[src/rtl/seven_segment_decoder_if.sv]
// Display-side bundle for the seven-segment receive decoder: pins in, decoded pair out.
interface seven_segment_decoder_if;
  logic [6:0] segments_in;
  logic       digit_in;
  logic [3:0] ten_count;
  logic [3:0] unit_count;
  logic       valid;
  logic       error;
  logic       stall;

  modport master (
    output segments_in, digit_in,
    input  ten_count, unit_count, valid, error, stall
  );

  modport slave (
    input  segments_in, digit_in,
    output ten_count, unit_count, valid, error, stall
  );
endinterface

[src/rtl/seven_segment_decoder.sv]
// Receive side of a two-digit multiplexed seven-segment bus: filter, decode, pair up digits.
// Define SEVEN_SEGMENT_DECODER_SYNC_EN to add a 2-flop input synchronizer (+2 cycles latency).
module seven_segment_decoder #(
  parameter int unsigned STABLE_CYCLES  = 1,
  parameter int unsigned TIMEOUT_CYCLES = 255
) (
  input logic                    clk,
  input logic                    reset_n,
  seven_segment_decoder_if.slave disp
);

  localparam logic [3:0]  StableMax  = 4'(STABLE_CYCLES);
  localparam logic [15:0] TimeoutMax = 16'(TIMEOUT_CYCLES);

  typedef enum logic {StWaitUnits, StWaitTens} state_e;

  logic [6:0] w_seg_s;
  logic       w_dig_s;

`ifdef SEVEN_SEGMENT_DECODER_SYNC_EN
  logic [6:0] r_seg_meta, r_seg_sync;
  logic       r_dig_meta, r_dig_sync;

  always_ff @(posedge clk) begin
    if (!reset_n) begin
      r_seg_meta <= '0;
      r_seg_sync <= '0;
      r_dig_meta <= 1'b0;
      r_dig_sync <= 1'b0;
    end else begin
      r_seg_meta <= disp.segments_in;
      r_seg_sync <= r_seg_meta;
      r_dig_meta <= disp.digit_in;
      r_dig_sync <= r_dig_meta;
    end
  end

  assign w_seg_s = ~r_seg_sync;
  assign w_dig_s = r_dig_sync;
`else
  assign w_seg_s = ~disp.segments_in;
  assign w_dig_s = disp.digit_in;
`endif

  // Returns {ok, bcd}; patterns are active-high, bit6=g .. bit0=a.
  function automatic logic [4:0] decode(input logic [6:0] seg);
    case (seg)
      7'b0111111: decode = {1'b1, 4'd0};
      7'b0000110: decode = {1'b1, 4'd1};
      7'b1011011: decode = {1'b1, 4'd2};
      7'b1001111: decode = {1'b1, 4'd3};
      7'b1100110: decode = {1'b1, 4'd4};
      7'b1101101: decode = {1'b1, 4'd5};
      7'b1111100: decode = {1'b1, 4'd6};
      7'b0000111: decode = {1'b1, 4'd7};
      7'b1111111: decode = {1'b1, 4'd8};
      7'b1100111: decode = {1'b1, 4'd9};
      default:    decode = {1'b0, 4'd0};
    endcase
  endfunction

  logic        r_dig_prev, r_captured, r_valid, r_error, r_stall;
  logic [6:0]  r_seg_prev;
  logic [3:0]  r_stab, r_shadow, r_ten, r_unit;
  logic [15:0] r_timeout;
  state_e      r_state;

  logic        w_toggle, w_restart, w_capture, w_captured_next, w_stall_next;
  logic        w_dec_ok, w_valid_d, w_error_d;
  logic [3:0]  w_dec_val, w_stab_next, w_shadow_d, w_ten_d, w_unit_d;
  logic [15:0] w_timeout_next;
  state_e      w_state_d;

  assign w_toggle  = (w_dig_s != r_dig_prev);
  assign w_restart = w_toggle || (w_seg_s != r_seg_prev);
  assign w_stab_next = w_restart ? 4'd1 :
                       (r_stab >= StableMax) ? StableMax : r_stab + 4'd1;
  // One capture per phase: a seg change after capture restarts the count but must not re-fire.
  assign w_capture       = (w_stab_next == StableMax) && (w_toggle || !r_captured);
  assign w_captured_next = w_capture || (r_captured && !w_toggle);

  assign w_timeout_next = w_toggle ? 16'd0 :
                          (r_timeout >= TimeoutMax) ? TimeoutMax : r_timeout + 16'd1;
  assign w_stall_next   = (w_timeout_next == TimeoutMax);

  assign {w_dec_ok, w_dec_val} = decode(w_seg_s);

  always_comb begin
    w_state_d  = r_state;
    w_shadow_d = r_shadow;
    w_ten_d    = r_ten;
    w_unit_d   = r_unit;
    w_valid_d  = 1'b0;
    w_error_d  = 1'b0;
    if (w_stall_next) begin
      w_state_d = StWaitUnits;
    end else if (w_capture) begin
      unique case (r_state)
        StWaitUnits: begin
          if (!w_dig_s) begin
            if (w_dec_ok) begin
              w_shadow_d = w_dec_val;
              w_state_d  = StWaitTens;
            end else begin
              w_error_d = 1'b1;
            end
          end
        end
        StWaitTens: begin
          if (w_dig_s) begin
            w_state_d = StWaitUnits;
            if (w_dec_ok) begin
              w_ten_d   = w_dec_val;
              w_unit_d  = r_shadow;
              w_valid_d = 1'b1;
            end else begin
              w_error_d = 1'b1;
            end
          end else if (w_dec_ok) begin
            w_shadow_d = w_dec_val;
          end else begin
            w_error_d = 1'b1;
            w_state_d = StWaitUnits;
          end
        end
      endcase
    end
  end

  always_ff @(posedge clk) begin
    if (!reset_n) begin
      r_dig_prev <= 1'b0;
      r_seg_prev <= '0;
      r_stab     <= '0;
      r_captured <= 1'b0;
      r_timeout  <= '0;
      r_state    <= StWaitUnits;
      r_shadow   <= '0;
      r_ten      <= '0;
      r_unit     <= '0;
      r_valid    <= 1'b0;
      r_error    <= 1'b0;
      r_stall    <= 1'b0;
    end else begin
      r_dig_prev <= w_dig_s;
      r_seg_prev <= w_seg_s;
      r_stab     <= w_stab_next;
      r_captured <= w_captured_next;
      r_timeout  <= w_timeout_next;
      r_state    <= w_state_d;
      r_shadow   <= w_shadow_d;
      r_ten      <= w_ten_d;
      r_unit     <= w_unit_d;
      r_valid    <= w_valid_d;
      r_error    <= w_error_d;
      r_stall    <= w_stall_next;
    end
  end

  assign disp.ten_count  = r_ten;
  assign disp.unit_count = r_unit;
  assign disp.valid      = r_valid;
  assign disp.error      = r_error;
  assign disp.stall      = r_stall;

endmodule

[src/flat_wrapper.sv]
// flat-port wrapper written by rule: the top's interface ports become plain ports
module seven_segment_decoder_flat 
#(
  parameter int unsigned STABLE_CYCLES  = 1,
  parameter int unsigned TIMEOUT_CYCLES = 255
)
  (clk, reset_n, disp_segments_in, disp_digit_in, disp_ten_count, disp_unit_count, disp_valid, disp_error, disp_stall);
  seven_segment_decoder_if disp_i ();
  input logic clk;
  input logic reset_n;
  input wire logic [$bits(disp_i.segments_in)-1:0] disp_segments_in;
  input wire logic [$bits(disp_i.digit_in)-1:0] disp_digit_in;
  output wire logic [$bits(disp_i.ten_count)-1:0] disp_ten_count;
  output wire logic [$bits(disp_i.unit_count)-1:0] disp_unit_count;
  output wire logic [$bits(disp_i.valid)-1:0] disp_valid;
  output wire logic [$bits(disp_i.error)-1:0] disp_error;
  output wire logic [$bits(disp_i.stall)-1:0] disp_stall;
  assign disp_i.segments_in = disp_segments_in;
  assign disp_i.digit_in = disp_digit_in;
  assign disp_ten_count = disp_i.ten_count;
  assign disp_unit_count = disp_i.unit_count;
  assign disp_valid = disp_i.valid;
  assign disp_error = disp_i.error;
  assign disp_stall = disp_i.stall;
  seven_segment_decoder #(.STABLE_CYCLES(STABLE_CYCLES), .TIMEOUT_CYCLES(TIMEOUT_CYCLES)) u_core (.clk(clk), .reset_n(reset_n), .disp(disp_i));
endmodule
[config.mk]
export PLATFORM = sky130hd
export DESIGN_NAME = seven_segment_decoder_flat
export DESIGN_NICKNAME = d
export VERILOG_FILES = /design/src/rtl/seven_segment_decoder_if.sv /design/src/rtl/seven_segment_decoder.sv /design/src/flat_wrapper.sv
export SDC_FILE = /design/constraint.sdc
export NUM_CORES = 1
export LEC_CHECK = 0
export ABC_CLOCK_PERIOD_IN_PS = 2320
export CORE_UTILIZATION = 49
export CTS_CLUSTER_DIAMETER = 80
export DETAILED_ROUTE_END_ITERATION = 8
export PLACE_DENSITY = 0.71
export SYNTH_ARGS = -nofsm -noshare
export SYNTH_HDL_FRONTEND = slang
export SYNTH_SLANG_ARGS = --single-unit
[constraint.sdc]
create_clock -name clk -period 2.32 [get_ports clk]
set_input_delay 0.348 -clock clk [delete_from_list [all_inputs] [get_ports clk]]
set_output_delay 0.348 -clock clk [all_outputs]
set_load 0.005 [all_outputs]
==> results of run 1 <==
[final timing paths]
kind,startpoint,endpoint,slack [ns],cells after the start
min,u_core.disp.unit_count[3],u_core.disp.unit_count[3],0.46,2
max reg2reg,u_core.r_stab[1],u_core.disp.ten_count[3],0.09,9
max,u_core.r_stab[1],u_core.disp.ten_count[3],0.09,9
min reg2reg,u_core.disp.unit_count[3],u_core.disp.unit_count[3],0.46,2
[timing repair]
item	4_1_cts	5_1_grt
cloned	0	0
hold buffers	0	0
setup endpoints to repair	12	17
pin swaps	2	5
buffers inserted	0	1
gates resized for setup	2	12
[Yosys cell counts, types with 3 or more instances]
cell	instances	area share (%)
a21oi_1	10	2.7
and2_1	4	1.3
and3_1	3	0.99
buf_2	4	1.1
buf_4	3	1.2
clkbuf_1	5	0.99
dfxtp_1	45	48
ha_1	4	2.7
inv_1	5	0.99
mux2i_1	12	6.4
nand2_1	21	4.2
nand3_1	8	2.1
nand4_1	3	0.99
nor2_1	13	2.6
nor3_1	6	1.6
nor4_1	5	1.7
o21ai_0	3	0.79
xnor2_1	13	6.0
xor2_1	4	1.9
[sequential cells by signal (all words and copies together) (netlist names)]
signal,cells
u_core.r_shadow,4
u_core.disp.ten_count,4
u_core.r_seg_prev,7
u_core.r_state,1
u_core.r_captured,1
u_core.r_stab,4
u_core.r_dig_prev,1
u_core.disp.stall,1
u_core.r_timeout,16
u_core.disp.unit_count,4
u_core.disp.valid,1
u_core.disp.error,1
[metal layers]
layer | wire [microns] | global-route usage (%) | up-vias
met3 | 166 | 4.29 | 2
met1 | 1710 | 26.6 | 731
li1 | - | - | 746
met4 | 21 | 5.11 | 0
met2 | 1910 | 34.6 | 37
met5 | 0 | 0 | -
[power by group]
| part | internal [W] | switching (W) | leakage (nW) |
|---|---|---|---|
| clock network | 0.000227 | 0.000285 | 0.0511 |
| registers | 0.000804 | 0.0000201 | 0.372 |
| logic | 0.0000887 | 0.0000891 | 0.507 |
| total | 0.00112 | 0.000394 | 0.930 |
[worst max-delay path, delay by kind of cell, from the launching register on]
| family | cells | cell delay [ns] |
|---|---|---|
| buffers and inverters | 2 | 0.22 |
| adder cells (fa/ha/maj) | 1 | 0.23 |
| flip-flops | 1 | 0.36 |
| multiplexers | 1 | 0.18 |
| AND/OR/NAND/NOR | 3 | 0.75 |
| AO/OA/AOI/OAI | 2 | 0.42 |
[through the flow]
step,setup WS [ns],std cells
6_report,0.0945,288
3_3_place_gp,-0.0481,279
3_5_place_dp,-0.175,279
2_1_floorplan,0.00694,204
4_1_cts,0.00779,287
5_1_grt,-0.00238,288
[kinds of logic after synthesis]
group	synth area share [%]
xor gates and xnor gates	7.89
AOI/OAI and AO/OA	9.01
muxes	6.96
adders and majority gates	2.65
DFF	47.7
and+or+nand+nor	21.3
buffers and inverters	4.24
other	0.199
[final cells by class]
type | instances | area share [%]
Tap cell | 48 | 2.46
Timing Repair Buffer | 40 | 15.0
Multi-Input combinational cell | 142 | 40.9
Clock inverter | 3 | 1.18
Clock buffer | 5 | 2.81
Inverter | 5 | 0.767
Sequential cell | 45 | 36.9
==> impl_metrics.tcl, run 1 <==
set metrics [dict create \
    p_leak_nw 0.930 \
    final_max_slew_viol_count 0 \
    hold_slack_ns 0.464 \
    routed_via_density 5.26 \
    drive_gt1_share_pct 18.3 \
    yosysSeqAreaShare_pct 47.7 \
    ys_ff_latch 45 \
    path_cells "inv_2 > ha_4 > or3_4 > nor3b_4 > a31o_1 > a21o_4 > nor3_4 > buf_12 > mux2i_1" \
    tritoncts "built" \
    grt_pass1_wl_mm 6.52 \
    fmax_mhz 449 \
    fin_crit_sh_pct 95.9 \
    mostFrequentLayoutCell "dfxtp_1" \
    final_cell_area_sq_um 2450 \
    critPathKind "register to register" \
    outcome "completed" \
    syn-cell-area_sq_um 1890 \
    tns_ns 0 \
    grt_max_degree 19 \
    portBuffers 20 \
    syn_to_final_growth_pct 29.6 \
    postRouteAntennaNets 0 \
    track_usage_pct 20.5 \
    ys_types 44 \
    fin_skew_ns 0.00665 \
    initialDrtViolationCount 61 \
    endpoint_kind "register" \
    wirelength_mm 3.80 \
    worst_ep_required_time_ns 2.54 \
    period_needed_ns 2.23 \
    hold_path.class "register to register" \
    syn_inst 196 \
    startpoint_type "register" \
    clk_pin_slew_ns 0.09 \
    n_antenna_cell 0 \
    power_density_nw_per_um2 619 \
    irDropWorstVdd_v 0.000504 \
    multi_input_comb_area_sq_um 1000 \
    start_util_pct 51.2 \
    nets 253 \
    overflow 0 \
    max_stage_delay_ns 0.38 \
    finalSetupViolations 0 \
    synth_ff_type "dfxtp_1" \
    dieArea_sq_um 4110 \
    p_total_w 0.00151 \
    core_sq_um 3690 \
    pin_count 21 \
    cts_sinks 45 \
    final-hold-violation-count 0 \
    cts_made_buffers 5 \
    drt_first_pass_iters 4 \
    gp_congestion 0.869 \
    ys_warn_count 0 \
    path_max_fanout 8 \
    dr_total_vias 1516 \
    wl_per_cell_microns 13.2 \
    utilization_pct 66.3 \
    fillers 310 \
    cp_slowest_cell "or3_4" \
    root_buffer "clkbuf_8" \
    synth-edff-count 0 \
    avgSynthCellArea_sq_um 9.63 \
    grt_pass1_vias 1456 \
    drcViolationCount 0 \
    htreeDepth 2 \
    dieHeight_microns 64.1 \
    regArea_sq_um 903 \
    postSynth.asyncResetShare_pct 0 \
    insertion_delay_ns 0.29 \
    dp_hpwl_mm 2.87 \
    max_cap_violations 0 \
    antenna_found_initial 0 \
    die_w_microns 64.1 \
    cts.path.max_buffers 2 \
    worstPathArrival_ns 2.44 \
    placed_cell_area_sq_um 2270 \
    rows 22 \
    mostFrequentLayoutCells "43 x dfxtp_1, 21 x nand2_1, 20 x clkdlybuf4s50_1" \
]
(Power assumes the default switching activity.)
==> run 2, diff against run 1 <==
--- a/config.mk
+++ b/config.mk
@@ -9,6 +9,7 @@
 export CORE_UTILIZATION = 49
 export CTS_CLUSTER_DIAMETER = 80
 export DETAILED_ROUTE_END_ITERATION = 8
+export HOLD_SLACK_MARGIN = 0.06
 export PLACE_DENSITY = 0.71
 export SYNTH_ARGS = -nofsm -noshare
 export SYNTH_HDL_FRONTEND = slang
==> results of run 2 <==
The final DEF is identical to that of run 1; final timing and power are the same.
